`src/rtl/mdu_pkg.sv`:
```
// mdu_pkg: shared M-extension funct3 encodings and dispatch FSM states
package mdu_pkg;
  localparam logic [2:0] F3_MUL    = 3'd0;
  localparam logic [2:0] F3_MULH   = 3'd1;
  localparam logic [2:0] F3_MULHSU = 3'd2;
  localparam logic [2:0] F3_MULHU  = 3'd3;
  localparam logic [2:0] F3_DIV    = 3'd4;
  localparam logic [2:0] F3_DIVU   = 3'd5;
  localparam logic [2:0] F3_REM    = 3'd6;
  localparam logic [2:0] F3_REMU   = 3'd7;
  typedef enum logic [2:0] {S_IDLE, S_REQ, S_WAIT, S_DONE, S_DRAIN} state_t;
endpackage

```
`src/rtl/mdu_result_cache.sv`:
```
// mdu_result_cache: single-entry last-result cache keyed on operands, funct3 and word flag
module mdu_result_cache #(
  parameter int XLEN = 64
) (
  input  logic            clk,
  input  logic            rst_n,
  input  logic [XLEN-1:0] rs1,
  input  logic [XLEN-1:0] rs2,
  input  logic [2:0]      funct3,
  input  logic            is_word,
  output logic            hit,
  output logic [XLEN-1:0] hit_result,
  input  logic            wr_en,
  input  logic [XLEN-1:0] wr_rs1,
  input  logic [XLEN-1:0] wr_rs2,
  input  logic [2:0]      wr_funct3,
  input  logic            wr_is_word,
  input  logic [XLEN-1:0] wr_result
);
  logic            valid;
  logic [XLEN-1:0] key_rs1, key_rs2, result;
  logic [2:0]      key_funct3;
  logic            key_is_word;
  assign hit = valid && key_rs1 == rs1 && key_rs2 == rs2 && key_funct3 == funct3 && key_is_word == is_word;
  assign hit_result = result;
  always_ff @(posedge clk or negedge rst_n) begin
    if (!rst_n) begin
      valid       <= 1'b0;
      key_rs1     <= '0;
      key_rs2     <= '0;
      key_funct3  <= '0;
      key_is_word <= 1'b0;
      result      <= '0;
    end else if (wr_en) begin
      valid       <= 1'b1;
      key_rs1     <= wr_rs1;
      key_rs2     <= wr_rs2;
      key_funct3  <= wr_funct3;
      key_is_word <= wr_is_word;
      result      <= wr_result;
    end
  end
endmodule

```
`src/rtl/mdu_dispatch_rv64.sv`:
```
// mdu_dispatch_rv64: EX-stage initiator issuing M-extension ops to the MDU and stalling until writeback
module mdu_dispatch_rv64
  import mdu_pkg::*;
#(
  parameter int XLEN = 64
) (
  input  logic            clk,
  input  logic            rst_n,
  input  logic            ex_mdu_valid,
  input  logic [2:0]      ex_funct3,
  input  logic            ex_is_word,
  input  logic [4:0]      ex_rd,
  input  logic [XLEN-1:0] ex_rs1_data,
  input  logic [XLEN-1:0] ex_rs2_data,
  input  logic            flush,
  output logic            ex_stall,
  output logic            wb_valid,
  output logic [4:0]      wb_rd,
  output logic [XLEN-1:0] wb_data,
  output logic            mdu_req_valid,
  input  logic            mdu_req_ready,
  output logic [XLEN-1:0] mdu_rs1_data,
  output logic [XLEN-1:0] mdu_rs2_data,
  output logic [2:0]      mdu_funct3,
  output logic            mdu_is_word,
  input  logic            mdu_resp_valid,
  input  logic [XLEN-1:0] mdu_result
);
  state_t          state;
  logic            hit, accept, cache_wr;
  logic [XLEN-1:0] hit_result;
  assign accept   = state == S_IDLE && ex_mdu_valid && !flush;
  assign cache_wr = state == S_WAIT && mdu_resp_valid && !flush;
  assign ex_stall = ex_mdu_valid && !flush && state != S_DONE;
  mdu_result_cache #(.XLEN(XLEN)) u_cache (
    .clk        (clk),
    .rst_n      (rst_n),
    .rs1        (ex_rs1_data),
    .rs2        (ex_rs2_data),
    .funct3     (ex_funct3),
    .is_word    (ex_is_word),
    .hit        (hit),
    .hit_result (hit_result),
    .wr_en      (cache_wr),
    .wr_rs1     (mdu_rs1_data),
    .wr_rs2     (mdu_rs2_data),
    .wr_funct3  (mdu_funct3),
    .wr_is_word (mdu_is_word),
    .wr_result  (mdu_result)
  );
  always_ff @(posedge clk or negedge rst_n) begin
    if (!rst_n) begin
      state         <= S_IDLE;
      wb_valid      <= 1'b0;
      wb_rd         <= '0;
      wb_data       <= '0;
      mdu_req_valid <= 1'b0;
      mdu_rs1_data  <= '0;
      mdu_rs2_data  <= '0;
      mdu_funct3    <= '0;
      mdu_is_word   <= 1'b0;
    end else begin
      wb_valid <= 1'b0;
      case (state)
        S_IDLE: if (accept) begin
          wb_rd <= ex_rd;
          if (ex_rd == 5'd0) begin
            state <= S_DONE;
          end else if (hit) begin
            wb_data  <= hit_result;
            wb_valid <= 1'b1;
            state    <= S_DONE;
          end else begin
            mdu_rs1_data  <= ex_rs1_data;
            mdu_rs2_data  <= ex_rs2_data;
            mdu_funct3    <= ex_funct3;
            mdu_is_word   <= ex_is_word;
            mdu_req_valid <= 1'b1;
            state         <= S_REQ;
          end
        end
        S_REQ: if (mdu_req_ready || flush) begin
          mdu_req_valid <= 1'b0;
          state         <= mdu_req_ready ? (flush ? S_DRAIN : S_WAIT) : S_IDLE;
        end
        S_WAIT: if (mdu_resp_valid) begin
          wb_data  <= flush ? wb_data : mdu_result;
          wb_valid <= !flush;
          state    <= flush ? S_IDLE : S_DONE;
        end else if (flush) begin
          state <= S_DRAIN;
        end
        S_DONE:  state <= S_IDLE;
        S_DRAIN: state <= mdu_resp_valid ? S_IDLE : S_DRAIN;
        default: state <= S_IDLE;
      endcase
    end
  end
endmodule

```
`config.mk`:
```
export PLATFORM = sky130hd
export DESIGN_NAME = mdu_dispatch_rv64
export DESIGN_NICKNAME = d
export VERILOG_FILES = /design/src/rtl/mdu_pkg.sv /design/src/rtl/mdu_result_cache.sv /design/src/rtl/mdu_dispatch_rv64.sv
export SDC_FILE = /design/constraint.sdc
export NUM_CORES = 1
export LEC_CHECK = 0
export BUFFER_PORTS_ARGS = -buffer_cell sky130_fd_sc_hd__buf_2
export CORE_MARGIN = 8
export CORE_UTILIZATION = 54
export CTS_CLUSTER_DIAMETER = 60
export CTS_CLUSTER_SIZE = 30
export DETAILED_ROUTE_END_ITERATION = 10
export MAX_ROUTING_LAYER = met4
export PLACE_DENSITY_LB_ADDON = 0.25
export SETUP_SLACK_MARGIN = 0.05
export SYNTH_ARGS = -nofsm -noshare
export SYNTH_HDL_FRONTEND = slang
export SYNTH_SLANG_ARGS = --single-unit
```
`constraint.sdc`:
```
create_clock -name clk -period 2.8 [get_ports clk]
set_input_delay 0.14 -clock clk [delete_from_list [all_inputs] [get_ports clk]]
set_output_delay 0.14 -clock clk [all_outputs]
set_load 0.02 [all_outputs]
```
==> results of run 1 <==
-- state kept, by name, indices dropped and copies added (netlist names) --
signal	flops
state	3
u_cache.key_rs1	64
u_cache.key_is_word	1
u_cache.key_rs2	64
mdu_req_valid	1
wb_rd	5
mdu_is_word	1
wb_valid	1
wb_data	64
u_cache.hit_result	64
mdu_rs2_data	64
u_cache.key_funct3	3
u_cache.valid	1
mdu_funct3	3
mdu_rs1_data	64
-- critical path, delay by kind of cell (launching register included) --
| kind | cells | cell delay [ns] |
|---|---|---|
| AND/OR/NAND/NOR | 4 | 0.80 |
| buffers and inverters | 4 | 0.70 |
| flip-flops | 1 | 0.40 |
| XOR/XNOR | 1 | 0.34 |
| multiplexers | 1 | 0.30 |
| AO/OA/AOI/OAI | 1 | 0.14 |
-- synth_stat cells, drive strengths merged --
master,instances
or4,1
dfrtp,403
o22ai,8
o32a,1
buf,17
a21boi,1
mux2i,1
a221oi,3
o21ai,16
a2111o,2
nand2,576
nor3,7
clkbuf,57
nor3b,2
xor2,10
a31oi,1
nand4b,1
a311oi,1
a21oi,4
and3b,1
xnor2,69
and4b,1
nor2b,12
mux2,265
nor4bb,1
inv,37
nand2b,63
a211oi,1
o21a,1
nand3b,2
nor4,18
nor2,11
o311ai,1
a2111oi,2
and3,2
o2111ai,11
nand3,8
o32ai,1
o221ai,1
nand4,40
-- worst max path at each step --
stage / cells after the start / slack [ns] / start / endpoint
CTS: 10 / -0.07 / u_cache.key_rs1[7] / wb_data[41]
finish: 11 / -0.02 / u_cache.key_rs2[40] / wb_data[37]
floorplan: 9 / 0.50 / u_cache.key_rs2[3] / wb_data[10]
global route: 11 / -0.1 / u_cache.key_rs2[58] / wb_data[37]
detailed placement: 10 / -0.35 / u_cache.key_rs1[27] / wb_data[41]
global placement: 10 / -0.29 / u_cache.key_rs1[27] / wb_data[41]
-- cell type report --
cell class	instances	area [µm²]
flip-flops and latches	403	10100
fillers	2155	8380
multi-input cells	1146	7700
repair buffers	693	5050
clock buffers	39	943
well taps	448	561
clock inverters	22	315
inverters	37	139
diodes	6	15.0
-- repair_timing --
action,CTS,global route
cloned,1,4
gates resized for setup,3,32
setup buffers,3,7
hold buffers,208,0
pin swaps,5,7
endpoints found under the hold margin,328,0
endpoints found under the setup margin,155,197
-- power breakdown --
group / internal [mW] / switching, mW / total [mW]
sequential: 7.89 / 1.58 / 9.48
combinational: 3.44 / 4.35 / 7.80
clock: 2.91 / 2.42 / 5.33
-- logic make-up (layout without fill, tap and decap cells) --
group / Yosys count / count (layout)
other cells: 0 / 6
compound gates: 55 / 55
buf+inv: 111 / 791
mux: 266 / 266
xor+xnor: 79 / 79
simple gates: 746 / 746
flops: 403 / 403
-- routing by layer --
| layer | global-route usage [%] | vias to the layer above | wire length [µm] |
|---|---|---|---|
| li1 | - | 6829 | - |
| met1 | 40.5 | 7727 | 24900 |
| met2 | 49.6 | 796 | 29600 |
| met3 | 5.92 | 217 | 5180 |
| met4 | 12.8 | 0 | 3310 |
| met5 | - | - | 0 |
-- through the flow --
stage	power, mW	area [µm²]	instances
after global routing	23.7	24800	2792
after detailed placement	16.6	21000	2504
after floorplan	13.5	18000	1660
after CTS	22.2	24500	2777
after global placement	16.3	21000	2504
final	22.6	24800	2794
==> flow_metrics.env, run 1 <==
export IMPL_muxShareOfSynthArea_pct=17.6
export IMPL_final_period_utilization_pct=101
export IMPL_layout_nets=2522
export IMPL_syn_nets=1867
export IMPL_synth_compound_area_share_pct=2.14
export IMPL_slew_viol_final=0
export IMPL_die_h_um=199
export IMPL_clockBufferDepth=3
export IMPL_irDropWorstVdd_mv=0.675
export IMPL_slowest_stage="dfrtp_1"
export IMPL_synth_simple_gate_area_share_pct=17.8
export IMPL_vias_per_cell=5.57
export IMPL_netlist_area_mm2=0.0180
export IMPL_timing_fmax_mhz=355
export IMPL_synth_top_family_by_area="simple AND/OR/NAND/NOR gates"
export IMPL_initial_core_util_pct=54.3
export IMPL_timing_final_ws_setup_ns=-0.0175
export IMPL_cts_tree="built"
export IMPL_grt_antenna_before_repair=5
export IMPL_hold_path_class="in -> async"
export IMPL_violations="negative setup slack"
export IMPL_cpPeakStageDelay_ns=0.40
export IMPL_avgSynthCellArea_um2=10.9
export IMPL_grt_max_degree=176
export IMPL_hpwlAfterDp_mm=41.0
export IMPL_drcViolationCount=0
export IMPL_pwr_density_cell_mw_per_mm2=911
export IMPL_p_leak_nw=12.6
export IMPL_r2r_end="wb_data[37]"
export IMPL_status="finished with violations"
export IMPL_synthCells=1660
export IMPL_port_buffers=410
export IMPL_grt_pass1_wl_mm=94.0
export IMPL_routed_wire_length_per_instance_um=22.5
export IMPL_grt_pass1_vias=16200
export IMPL_rr_startpoint="u_cache.key_rs2[40]"
export IMPL_ant_nets=0
export IMPL_finalClockSkew_ns=0.0326
export IMPL_ios=411
export IMPL_overflow=0
export IMPL_syn2layout_area_growth_pct=37.7
export IMPL_ys_seq_area_share_pct=55.9
export IMPL_critPathArrivalTime_ns=3.22
export IMPL_path_class="reg -> reg"
export IMPL_tightest_slew_ns=0.836
export IMPL_vias=15600
export IMPL_finalSetupViolCount=16
export IMPL_synth_distinct_cells=45
export IMPL_rrSetupSlack_ns=-0.02
export IMPL_cp_cell_sequence="xnor2_1 -> nand3_4 -> nor4_4 -> buf_4 -> nand4_1 -> nor4_4 -> buf_4 -> a31oi_4 -> buf_12 -> buf_12 -> mux2_4"
export IMPL_drive_gt1_share_pct=35.8
export IMPL_whs_ns=0.204
export IMPL_period_needed_ns=2.82
export IMPL_synth_ff_latch_count=403
export IMPL_dieWidth_um=199
export IMPL_final_cell_mix="nand2_1, buf_2, dfrtp_1, mux2_2, dlygate4sd3_1"
export IMPL_hold_viol=0
export IMPL_grtUsageTotal_pct=31.7
export IMPL_synth_fa_ha_area_share_pct=0
export IMPL_grt_setup_unrepaired="true"
export IMPL_clock_sinks=403
export IMPL_ys_warn_count=0
export IMPL_clk_latency_ns=0.53
export IMPL_cts_htree_levels=2
export IMPL_yosysTopAreaCellShare_pct=55.9
export IMPL_worst_setup_path_end_kind="flop"
export IMPL_mostFrequentLayoutCell="nand2_1"
export IMPL_final_util_pct=74.8
export IMPL_place_congestion=0.963
export IMPL_cts_buffers=34
export IMPL_synthTopCellsByArea="dfrtp_1, mux2_2, nand2_1"
export IMPL_dp_slack_ns=-0.347
export IMPL_yosysTopAreaCell="dfrtp_1"
export IMPL_worstRegToRegCells=11
export IMPL_wl_mm=62.9
export IMPL_maxCapViolCount=0
export IMPL_core_rowCount=67
export IMPL_synth_xor_area_share_pct=3.84
export IMPL_startpoint_type="flop"
export IMPL_drt_iter0_markers=1214
export IMPL_die_area_mm2=0.0395
export IMPL_worstPathMaxFanout=8
export IMPL_max_slew_margin_pct=44.2
export IMPL_path_clk_slew_ns=0.08
export IMPL_core_mm2=0.0332
export IMPL_required_ns=3.20
export IMPL_dr_pass1_iters=5
export IMPL_cts_root_buf="clkbuf_16"
export IMPL_setup_tns_ns=-0.0887
Power figures use the tool's default switching activity.
==> inputs of run 2 (changes only) <==
CORE_UTILIZATION = 59   (was 54)
clock period = 3.4 ns   (was 2.8 ns; I/O delays follow)
==> run 2 against run 1 <==
Net effect:
- the flow now finishes without violations
- global-route usage up 2.1 points
- die area down 7.8%
- total power down 21%
- via count down 3.1%
- cell area down 3.5%
- critical path depth down 1
- combinational power down 23%
- non-clock buffer count down 52
- clock skew down 0.0053 ns
- sequential cell count unchanged
==> flow_metrics.env, run 2 (synthesis results as in run 1) <==
export IMPL_status="finished, final reports clean"
export IMPL_worstPathMaxFanout=42
export IMPL_grt_antenna_before_repair=4
export IMPL_worstRegToRegCells=11
export IMPL_grtUsageTotal_pct=33.7
export IMPL_overflow=0
export IMPL_grt_setup_unrepaired="false"
export IMPL_dieWidth_um=191
export IMPL_hold_buffers=204
export IMPL_core_mm2=0.0303
export IMPL_wl_met3_mm=5.02
export IMPL_tightest_slew_ns=1.07
export IMPL_hold_path_class="in -> reg"
export IMPL_wl_met2_mm=27.6
export IMPL_design_area_mm2=0.0239
export IMPL_drt_iter0_markers=1200
export IMPL_ios=411
export IMPL_clk_latency_ns=0.53
export IMPL_dp_slack_ns=0.485
export IMPL_setup_tns_ns=0
export IMPL_cts_buffers=35
export IMPL_place_area_mm2=0.0207
export IMPL_dr_pass1_iters=5
export IMPL_crit_family="simple AND/OR/NAND/NOR gates"
export IMPL_vias_per_cell=5.60
export IMPL_ant_nets=0
export IMPL_grt_pass1_vias=16100
export IMPL_final_cell_mix="nand2_1, buf_2, dfrtp_1, mux2_2, dlygate4sd3_1"
export IMPL_drive_gt1_share_pct=33.6
export IMPL_vias=15100
export IMPL_clockBufferDepth=3
export IMPL_finalSetupViolCount=0
export IMPL_syn2layout_area_growth_pct=32.9
export IMPL_hpwlAfterDp_mm=39.7
export IMPL_timing_final_ws_setup_ns=0.308
export IMPL_grt_max_degree=211
export IMPL_cp_cell_sequence="dlygate4sd3_1 -> buf_2 -> xnor2_1 -> nand4_1 -> nor4_1 -> nand4_1 -> nor4_1 -> a21boi_4 -> buf_12 -> mux2_2"
export IMPL_cts_tree="built"
export IMPL_initial_core_util_pct=59.4
export IMPL_die_h_um=191
export IMPL_die_area_mm2=0.0364
export IMPL_hold_depth=2
export IMPL_core_rowCount=64
export IMPL_timing_fmax_mhz=323
export IMPL_critPathArrivalTime_ns=3.50
export IMPL_cpPeakStageDelay_ns=0.55
export IMPL_cp_num_cells=10
export IMPL_finalClockSkew_ns=0.0273
export IMPL_final_period_utilization_pct=90.9
export IMPL_mostFrequentLayoutCell="nand2_1"
export IMPL_place_congestion=0.950
export IMPL_slew_viol_final=0
export IMPL_postCtsSetupRepairBufs=0
export IMPL_required_ns=3.81
export IMPL_p_leak_nw=12.1
export IMPL_top_layer_used="met4"
export IMPL_drcViolationCount=0
export IMPL_path_clk_slew_ns=0.08
export IMPL_cts_root_buf="clkbuf_16"
export IMPL_max_slew_margin_pct=28.8
export IMPL_irDropWorstVdd_mv=0.517
export IMPL_period_needed_ns=3.09
export IMPL_grt_pass1_wl_mm=92.9
export IMPL_met1Wirelength_mm=23.4
export IMPL_routed_wire_length_per_instance_um=22.1
export IMPL_path_class="in -> reg"
export IMPL_slowest_stage="dlygate4sd3_1"
export IMPL_pwr_density_cell_mw_per_mm2=750
export IMPL_layout_nets=2471
export IMPL_wl_mm=59.5
export IMPL_path_buf_inv=3
export IMPL_p_total_mw=18.0
export IMPL_hold_viol=0
export IMPL_maxCapViolCount=0
export IMPL_port_buffers=410
export IMPL_startpoint_type="input pin"
export IMPL_worst_setup_path_end_kind="flop"
export IMPL_cts_htree_levels=2
export IMPL_clock_sinks=403
export IMPL_cts_resized=0
==> run 2: path summary, 6_finish.rpt <==
check / slack, ns / startpoint / to
max: 0.31 / ex_rs1_data[4] / mdu_rs2_data[43]
min: 0.03 / ex_rs1_data[63] / mdu_rs1_data[63]
max reg2reg: 0.34 / u_cache.key_rs2[49] / wb_data[13]
min reg2reg: 0.47 / u_cache.hit_result[8] / u_cache.hit_result[8]
max in group asynchronous: 1.99 / rst_n / u_cache.key_rs1[12]
min in group asynchronous: 0.29 / rst_n / mdu_rs1_data[42]
==> run 2: cell type report <==
cell class                      count  area [µm²]
Multi-Input combinational cell   1146        7510
Inverter                           37         139
Tap cell                          396         495
Sequential cell                   403       10100
Antenna cell                        8        20.0
Fill cell                        1786        6400
Clock buffer                       37         893
Clock inverter                     25         302
Timing Repair Buffer              641        4510
==> run 2: routing by layer <==
layer	vias up	track usage [%]
met2	739	50.8
met3	200	7.66
li1	6722	-
met1	7424	42.5
met5	-	-
met4	0	17.4
==> run 2: where the power goes <==
part           switching [mW]  internal (mW)  total [mW]
sequential               1.27           6.50        7.78
clock                    2.07           2.13        4.20
combinational            3.41           2.56        5.98
total                    6.76           11.2        17.9
==> run 2: metrics by stage <==
stage                     hold WS, ns  utilization [%]  cells
final                          0.0265             78.9   2693
after global routing           0.0189             78.9   2689
after CTS                      0.0105             78.8   2685
after detailed placement        0.316             68.2   2419
after global placement          0.323             68.2   2419
after floorplan                -0.126                -   1660
